File: config.mk
export PLATFORM = sky130hd
export DESIGN_NAME = demux8_deser
export DESIGN_NICKNAME = d
export VERILOG_FILES = /design/src/rtl/demux8_deser.sv
export SDC_FILE = /design/constraint.sdc
export NUM_CORES = 1
export LEC_CHECK = 0
export BUFFER_PORTS_ARGS = -buffer_cell sky130_fd_sc_hd__buf_2
export CAP_MARGIN = 30
export CORE_AREA = 2 2 51 53
export DETAILED_ROUTE_END_ITERATION = 16
export DIE_AREA = 0 0 53 55
export HOLD_SLACK_MARGIN = 0.12
export PLACE_DENSITY_LB_ADDON = 0.1
export REMOVE_ABC_BUFFERS = 1
export SLEW_MARGIN = 15
export SYNTH_ARGS = -nofsm -noshare
export SYNTH_HDL_FRONTEND = slang
export SYNTH_SLANG_ARGS = --single-unit
File: constraint.sdc
create_clock -name clk -period 2.9 [get_ports clk]
set_input_delay 0.29 -clock clk [delete_from_list [all_inputs] [get_ports clk]]
set_output_delay 0.29 -clock clk [all_outputs]
set_load 0.005 [all_outputs]
File: src/rtl/demux8_deser.sv
// demux8_deser: serial-to-parallel byte collector.
// Each accepted serial bit is steered by a 3-bit index through a 1:8
// demux into one lane of an 8-bit collector. The eighth bit moves the
// assembled byte into an output holding register. That register is
// presented to the consumer with a valid/ready handshake.
module demux8_deser #(
   parameter bit LSB_FIRST = 1'b1
) (
   input  logic       clk,
   input  logic       reset_n,
   input  logic       in_bit,
   input  logic       in_valid,
   output logic       in_ready,
   input  logic       flush,
   output logic [7:0] out_byte,
   output logic       out_valid,
   input  logic       out_ready,
   output logic [7:0] lane_en,
   output logic [2:0] bit_count
);

   // collector state
   logic [2:0] cnt_q, cnt_d;
   logic [7:0] coll_q, coll_d;

   // output holding register
   logic [7:0] obyte_q, obyte_d;
   logic       ovld_q, ovld_d;

   // decode helpers
   logic [2:0] idx;
   logic       last_bit;
   logic       accept;
   logic       complete;
   logic       out_take;
   logic [7:0] assembled;

   // Lane index, ready/accept decode and the one-hot demux select.
   // Only the completing bit stalls on an occupied output register;
   // the bits of a partial byte keep flowing.
   always_comb begin
      idx      = LSB_FIRST ? cnt_q : (3'd7 - cnt_q);
      last_bit = (cnt_q == 3'd7);
      in_ready = !flush && !(last_bit && ovld_q && !out_ready);
      accept   = in_valid && in_ready;
      complete = accept && last_bit;
      out_take = ovld_q && out_ready;
      lane_en  = accept ? (8'b1 << idx) : 8'b0;
   end

   // Next-state for the collector and the output register. The demux write
   // merges in_bit into the selected lane and holds every other lane.
   always_comb begin
      cnt_d     = cnt_q;
      coll_d    = coll_q;
      obyte_d   = obyte_q;
      ovld_d    = ovld_q;
      assembled = (coll_q & ~lane_en) | ({8{in_bit}} & lane_en);

      if (flush) begin
         // Drop the partial byte. in_ready is low here, so nothing is accepted.
         cnt_d  = 3'd0;
         coll_d = 8'd0;
      end else if (accept) begin
         if (last_bit) begin
            cnt_d  = 3'd0;
            coll_d = 8'd0;
         end else begin
            cnt_d  = cnt_q + 3'd1;
            coll_d = assembled;
         end
      end

      // A completion takes priority over a consume. When both happen in the
      // same cycle, the new byte replaces the old one with no bubble.
      if (complete) begin
         obyte_d = assembled;
         ovld_d  = 1'b1;
      end else if (out_take) begin
         ovld_d  = 1'b0;
      end
   end

   // State registers with asynchronous active-low clear.
   always_ff @(posedge clk or negedge reset_n) begin
      if (!reset_n) begin
         cnt_q   <= 3'd0;
         coll_q  <= 8'd0;
         obyte_q <= 8'd0;
         ovld_q  <= 1'b0;
      end else begin
         cnt_q   <= cnt_d;
         coll_q  <= coll_d;
         obyte_q <= obyte_d;
         ovld_q  <= ovld_d;
      end
   end

   assign out_byte  = obyte_q;
   assign out_valid = ovld_q;
   assign bit_count = cnt_q;

endmodule
* After elaboration in Yosys (flattened, before gate mapping)
Cells that the tools add are included.
Cells by class: shift operators 1, $add $sub $neg 1, equal/unequal tests 1, multiplexer cells 9, bitwise gates (word level) 4, reduce and logical (&&, ||, !) cells 11
Operators with widths (number):
- 8-bit 2-to-1 mux | 4
- 8-bit bitwise AND | 2
- 3-bit 2-to-1 mux | 3
- 8-bit inverter | 1
- 8-bit bitwise OR | 1
- 1-bit by 3-bit << shifter with 8-bit output, first input constant | 1
- 1-bit logical AND | 6
- 2-bit nonzero test | 2
- 3-bit by 1-bit adder with 3-bit output, second input constant | 1
- 3-bit == test, second input constant | 1
- 1-bit logical NOT | 3
- 1-bit 2-to-1 mux | 2
Word-level totals: flip-flop bits (word level) 20, output and inout bits 21, logic and storage cells 31

* Logic depth before layout (Yosys ltp)
depth in word-level cells 13, mapped depth 7, mapped depth without buffers 5

* Worst setup path after synthesis
OpenSTA, ideal clock, no wires.
path kind reg-to-output, from register cnt_q[0] (netlist: bit_count[0]), to output port lane_en[0], required time 2610 ps, cell stages (with the launch flop) 7, path buffers 2, arrival 1573 ps, setup slack 1037 ps, cells stage by stage dfrtp_1 ha_1 ha_1 clkbuf_1 nand3b_1 clkbuf_1 and2_1
On the way: longest elaborated chain between the ends 7
Ends and longest elaborated chain:
- start: declaration | RTL line 23 | logic [2:0] cnt_q, cnt_d;
- start signal: assignment | RTL line 92 | cnt_q <= cnt_d;
- 3-bit == test | RTL line 43 | last_bit = (cnt_q == 3'd7);
- 1-bit logical AND (2 in a row) | RTL line 44 | in_ready = !flush && !(last_bit && ovld_q && !out_ready);
- 1-bit logical NOT | RTL line 44
- 1-bit logical AND | RTL line 44
- 1-bit logical AND | RTL line 45 | accept = in_valid && in_ready;
- 8-bit 2-to-1 mux (*) | RTL line 48 | lane_en = accept ? (8'b1 << idx) : 8'b0;
- end: declaration | RTL line 18 | output logic [7:0] lane_en,
Every way passes the cells marked *; elsewhere a longest branch is shown, timed or not.

* Worst setup path in the final report
from register cnt_q[1] (netlist: bit_count[1]), to output port lane_en[4]
Same word-level chain as after synthesis.

==> flow_metrics.py <==
metrics = {
    "synth": {
        "synth-simple-area-share": 0.392,
        "syn-mean-instance-area_um2": 9.84,
        "synth_area_leader_cell": "dfrtp_1",
        "synthMuxAreaShare": 0.0340,
        "yosys_warnings": 0,
        "ys_types": 34,
        "synth_top_family_by_area": "simple AND/OR/NAND/NOR gates",
        "synthDominantCellAreaShare": 0.380,
        "syn_area_um2": 1250,
        "ys_ff_latch": 19,
        "ys_seq_area_frac": 0.380,
        "synth-compound-area-share": 0.0801,
        "synth_area_leaders": "dfrtp_1, ha_1, nor4b_1",
        "synthXorXnorAreaFrac": 0,
        "synthAdderAreaFrac": 0.0601,
        "syn_inst": 127,
    },
    "clocking": {
        "root_buffer": "clkbuf_4",
        "ctsHtreeMaxLevel": 1,
        "clk_transition_reported_paths_ns": 0.11,
        "clk_path_buf_depth": 2,
        "clock_sinks": 19,
        "cts_buffers": 3,
        "cts_tree": "yes",
        "clkLatencyLatePin_ns": 0.29,
    },
    "power_and_ir_drop": {
        "p_leak_nw": 0.714,
        "ir_worst_vdd_v": 0.000189,
        "p_int_w": 0.000349,
        "switching_power_w": 0.000117,
        "sw_frac_of_total": 0.252,
        "pwr-share-seq": 0.590,
        "p_comb_frac": 0.125,
        "clkPwrFrac": 0.285,
        "power.density_nw_per_um2": 331,
    },
    "final_layout": {
        "nets": 161,
        "fin_util": 0.595,
        "layoutNonFillerInstCount": 178,
        "drive_gt1_frac": 0.257,
        "antenna_cells": 0,
        "area_growth_pct": 12.5,
        "fillers": 234,
        "layout_common_cells": "buf_2, dfrtp_1, nand3_1",
        "final_common_cell": "buf_2",
    },
    "route": {
        "vias": 1059,
        "wirelength_mm": 2.82,
        "first_pass_iters": 4,
        "drc": 0,
        "ant_nets": 0,
        "routedWlPerCell_um": 15.8,
        "drtIter0Drc": 16,
        "vias_per_cell": 5.95,
    },
    "critical_path": {
        "critPathCaptureType": "output port",
        "r2r_slack_ns": 0.83,
        "crit_required_ns": 2.61,
        "worstPathArrival_ns": 2.19,
        "r2r-start": "bit_count[1]$_DFFE_PN0P_",
        "critical_path_class": "flip-flop to output port",
        "r2r_end": "bit_count[0]$_DFFE_PN0P_",
        "critPathLaunchType": "flip-flop",
        "reg2reg_depth": 5,
        "crit_fanout": 14,
    },
    "sta": {
        "setup_violations": 0,
        "slew_headroom": 0.445,
        "setup_tns_ns": 0,
        "worst_pin_slew_ns": 0.831,
        "fin_skew_ns": 0.00236,
        "whs_ns": 0.419,
        "setup_ws_ns": 0.425,
        "slew_violations": 0,
        "hold_viol": 0,
        "period_minus_slack_ns": 2.48,
        "rsz0062_at_grt": "false",
        "fmax_mhz": 404,
        "fin_crit_sh": 0.854,
    },
    "hold_path": {
        "hp-class": "primary input to flip-flop",
        "hold_path_depth": 2,
        "hold_start": "in_bit",
        "min_to": "out_byte[7]$_DFFE_PN0P_",
    },
    "global_routing": {
        "grt_overflow": 0,
        "grt_pass1_wl_mm": 4.53,
        "grt_pass1_vias": 998,
        "grt_start_max_net_pins": 20,
        "track_usage": 0.212,
        "antenna_found_initial": 0,
    },
    "die": {
        "dieHeight_um": 55,
        "die_area_um2": 2920,
        "fp-row-count": 18,
        "coreArea_um2": 2360,
        "ios": 27,
        "die_w_um": 53,
        "initial_core_util": 0.529,
    },
    "placement": {
        "place_inst": 173,
        "portBuffers": 26,
        "finalWeightedCongestion": 0.771,
        "post-place-ws_ns": 0.810,
        "dpl.hpwl_mm": 2.06,
    },
    "run_status": {
        "status": "finished, final reports clean",
    },
    "flow_run": {
        "maxCapViolCount": 0,
    },
}
==> per-layer routing <==
| metal | routed length [um] | track usage | vias up | part of all wire |
|---|---|---|---|---|
| li1 | - | - | 516 | - |
| met1 | 1260 | 0.271 | 509 | 0.45 |
| met2 | 1410 | 0.383 | 30 | 0.50 |
| met3 | 119 | 0.0242 | 4 | 0.042 |
| met4 | 29 | 0.0513 | 0 | 0.010 |
| met5 | 0 | 0 | - | 0 |
==> cell type report <==
type | instances | area, um2 | area share
Clock buffer | 4 | 26.3 | 0.0187
Multi-Input combinational cell | 94 | 708 | 0.504
Tap cell | 30 | 37.5 | 0.0267
Timing Repair Buffer | 28 | 148 | 0.105
Inverter | 3 | 11.3 | 0.00801
Sequential cell | 19 | 475 | 0.338
==> power groups by stage <==
stage | clock, W | combinational, W | sequential [W]
after floorplan | 0 | 0.0000277 | 0.000280
after global placement | 0 | 0.0000563 | 0.000280
after detailed placement | 0 | 0.0000577 | 0.000280
after CTS | 0.000136 | 0.0000588 | 0.000275
after global routing | 0.000145 | 0.0000651 | 0.000276
final | 0.000133 | 0.0000581 | 0.000275
==> what timing repair did <==
item                      in CTS  in global routing
hold endpoints to repair      19                  0
gates resized for setup        0                  0
setup buffers                  0                  0
hold buffers                   1                  0
==> Yosys cell counts <==
cell and count:
and3b_1 2, o31a_1 1, inv_1 3, and4b_4 3, a21o_1 1, buf_4 1, nand3b_4 1, nand2b_4 1
buf_2 2, nand3_1 12, mux2_2 2, ha_1 6, clkbuf_1 6, nor4_1 6, buf_1 1, and2_1 6
nand2_1 1, a21oi_1 9, or4b_1 6, a22o_1 1, o21ai_0 6, nor2_2 1, dfrtp_1 19, nor2b_1 1
mux2i_1 2, nand3b_1 1, nor2_1 4, and4bb_1 1, nor3b_1 1, nor3_1 6, buf_6 1, nor4bb_1 4
nand2b_1 2, nor4b_1 7
==> critical path, cell delays in order (launching register included) <==
cell,delay (ns)
dfrtp_1,0.42
ha_1,0.20
ha_1,0.44
nand3b_1,0.43
and2_1,0.28
buf_2,0.12
==> worst max path at each step <==
stage | startpoint | to | depth (start not counted)
floorplan | bit_count[0]$_DFFE_PN0P_ | coll_q[0]$_DFFE_PN0P_ | 5
finish | bit_count[1]$_DFFE_PN0P_ | lane_en[4] | 5
CTS | bit_count[1]$_DFFE_PN0P_ | lane_en[4] | 5
global route | bit_count[0]$_DFFE_PN0P_ | lane_en[2] | 5
global placement | bit_count[0]$_DFFE_PN0P_ | lane_en[4] | 5
detailed placement | bit_count[0]$_DFFE_PN0P_ | lane_en[0] | 5
==> through the flow <==
step	total power [W]	area [um2]
after global placement	0.000336	1370
after detailed placement	0.000338	1370
after CTS	0.000470	1410
after floorplan	0.000307	1190
final	0.000466	1410
after global routing	0.000486	1410
==> sequential cells by signal, indices dropped and copies added, names as in the netlist <==
register,count
coll_q,7
out_valid,1
bit_count,3
out_byte,8
==> logic make-up after synthesis <==
| kind of cell | after synthesis |
|---|---|
| AOI/OAI and AO/OA | 18 |
| adders and majority gates | 6 |
| buffers and inverters | 14 |
| DFF | 19 |
| muxes | 4 |
| and+or+nand+nor | 66 |
(Power assumes the default switching activity.)
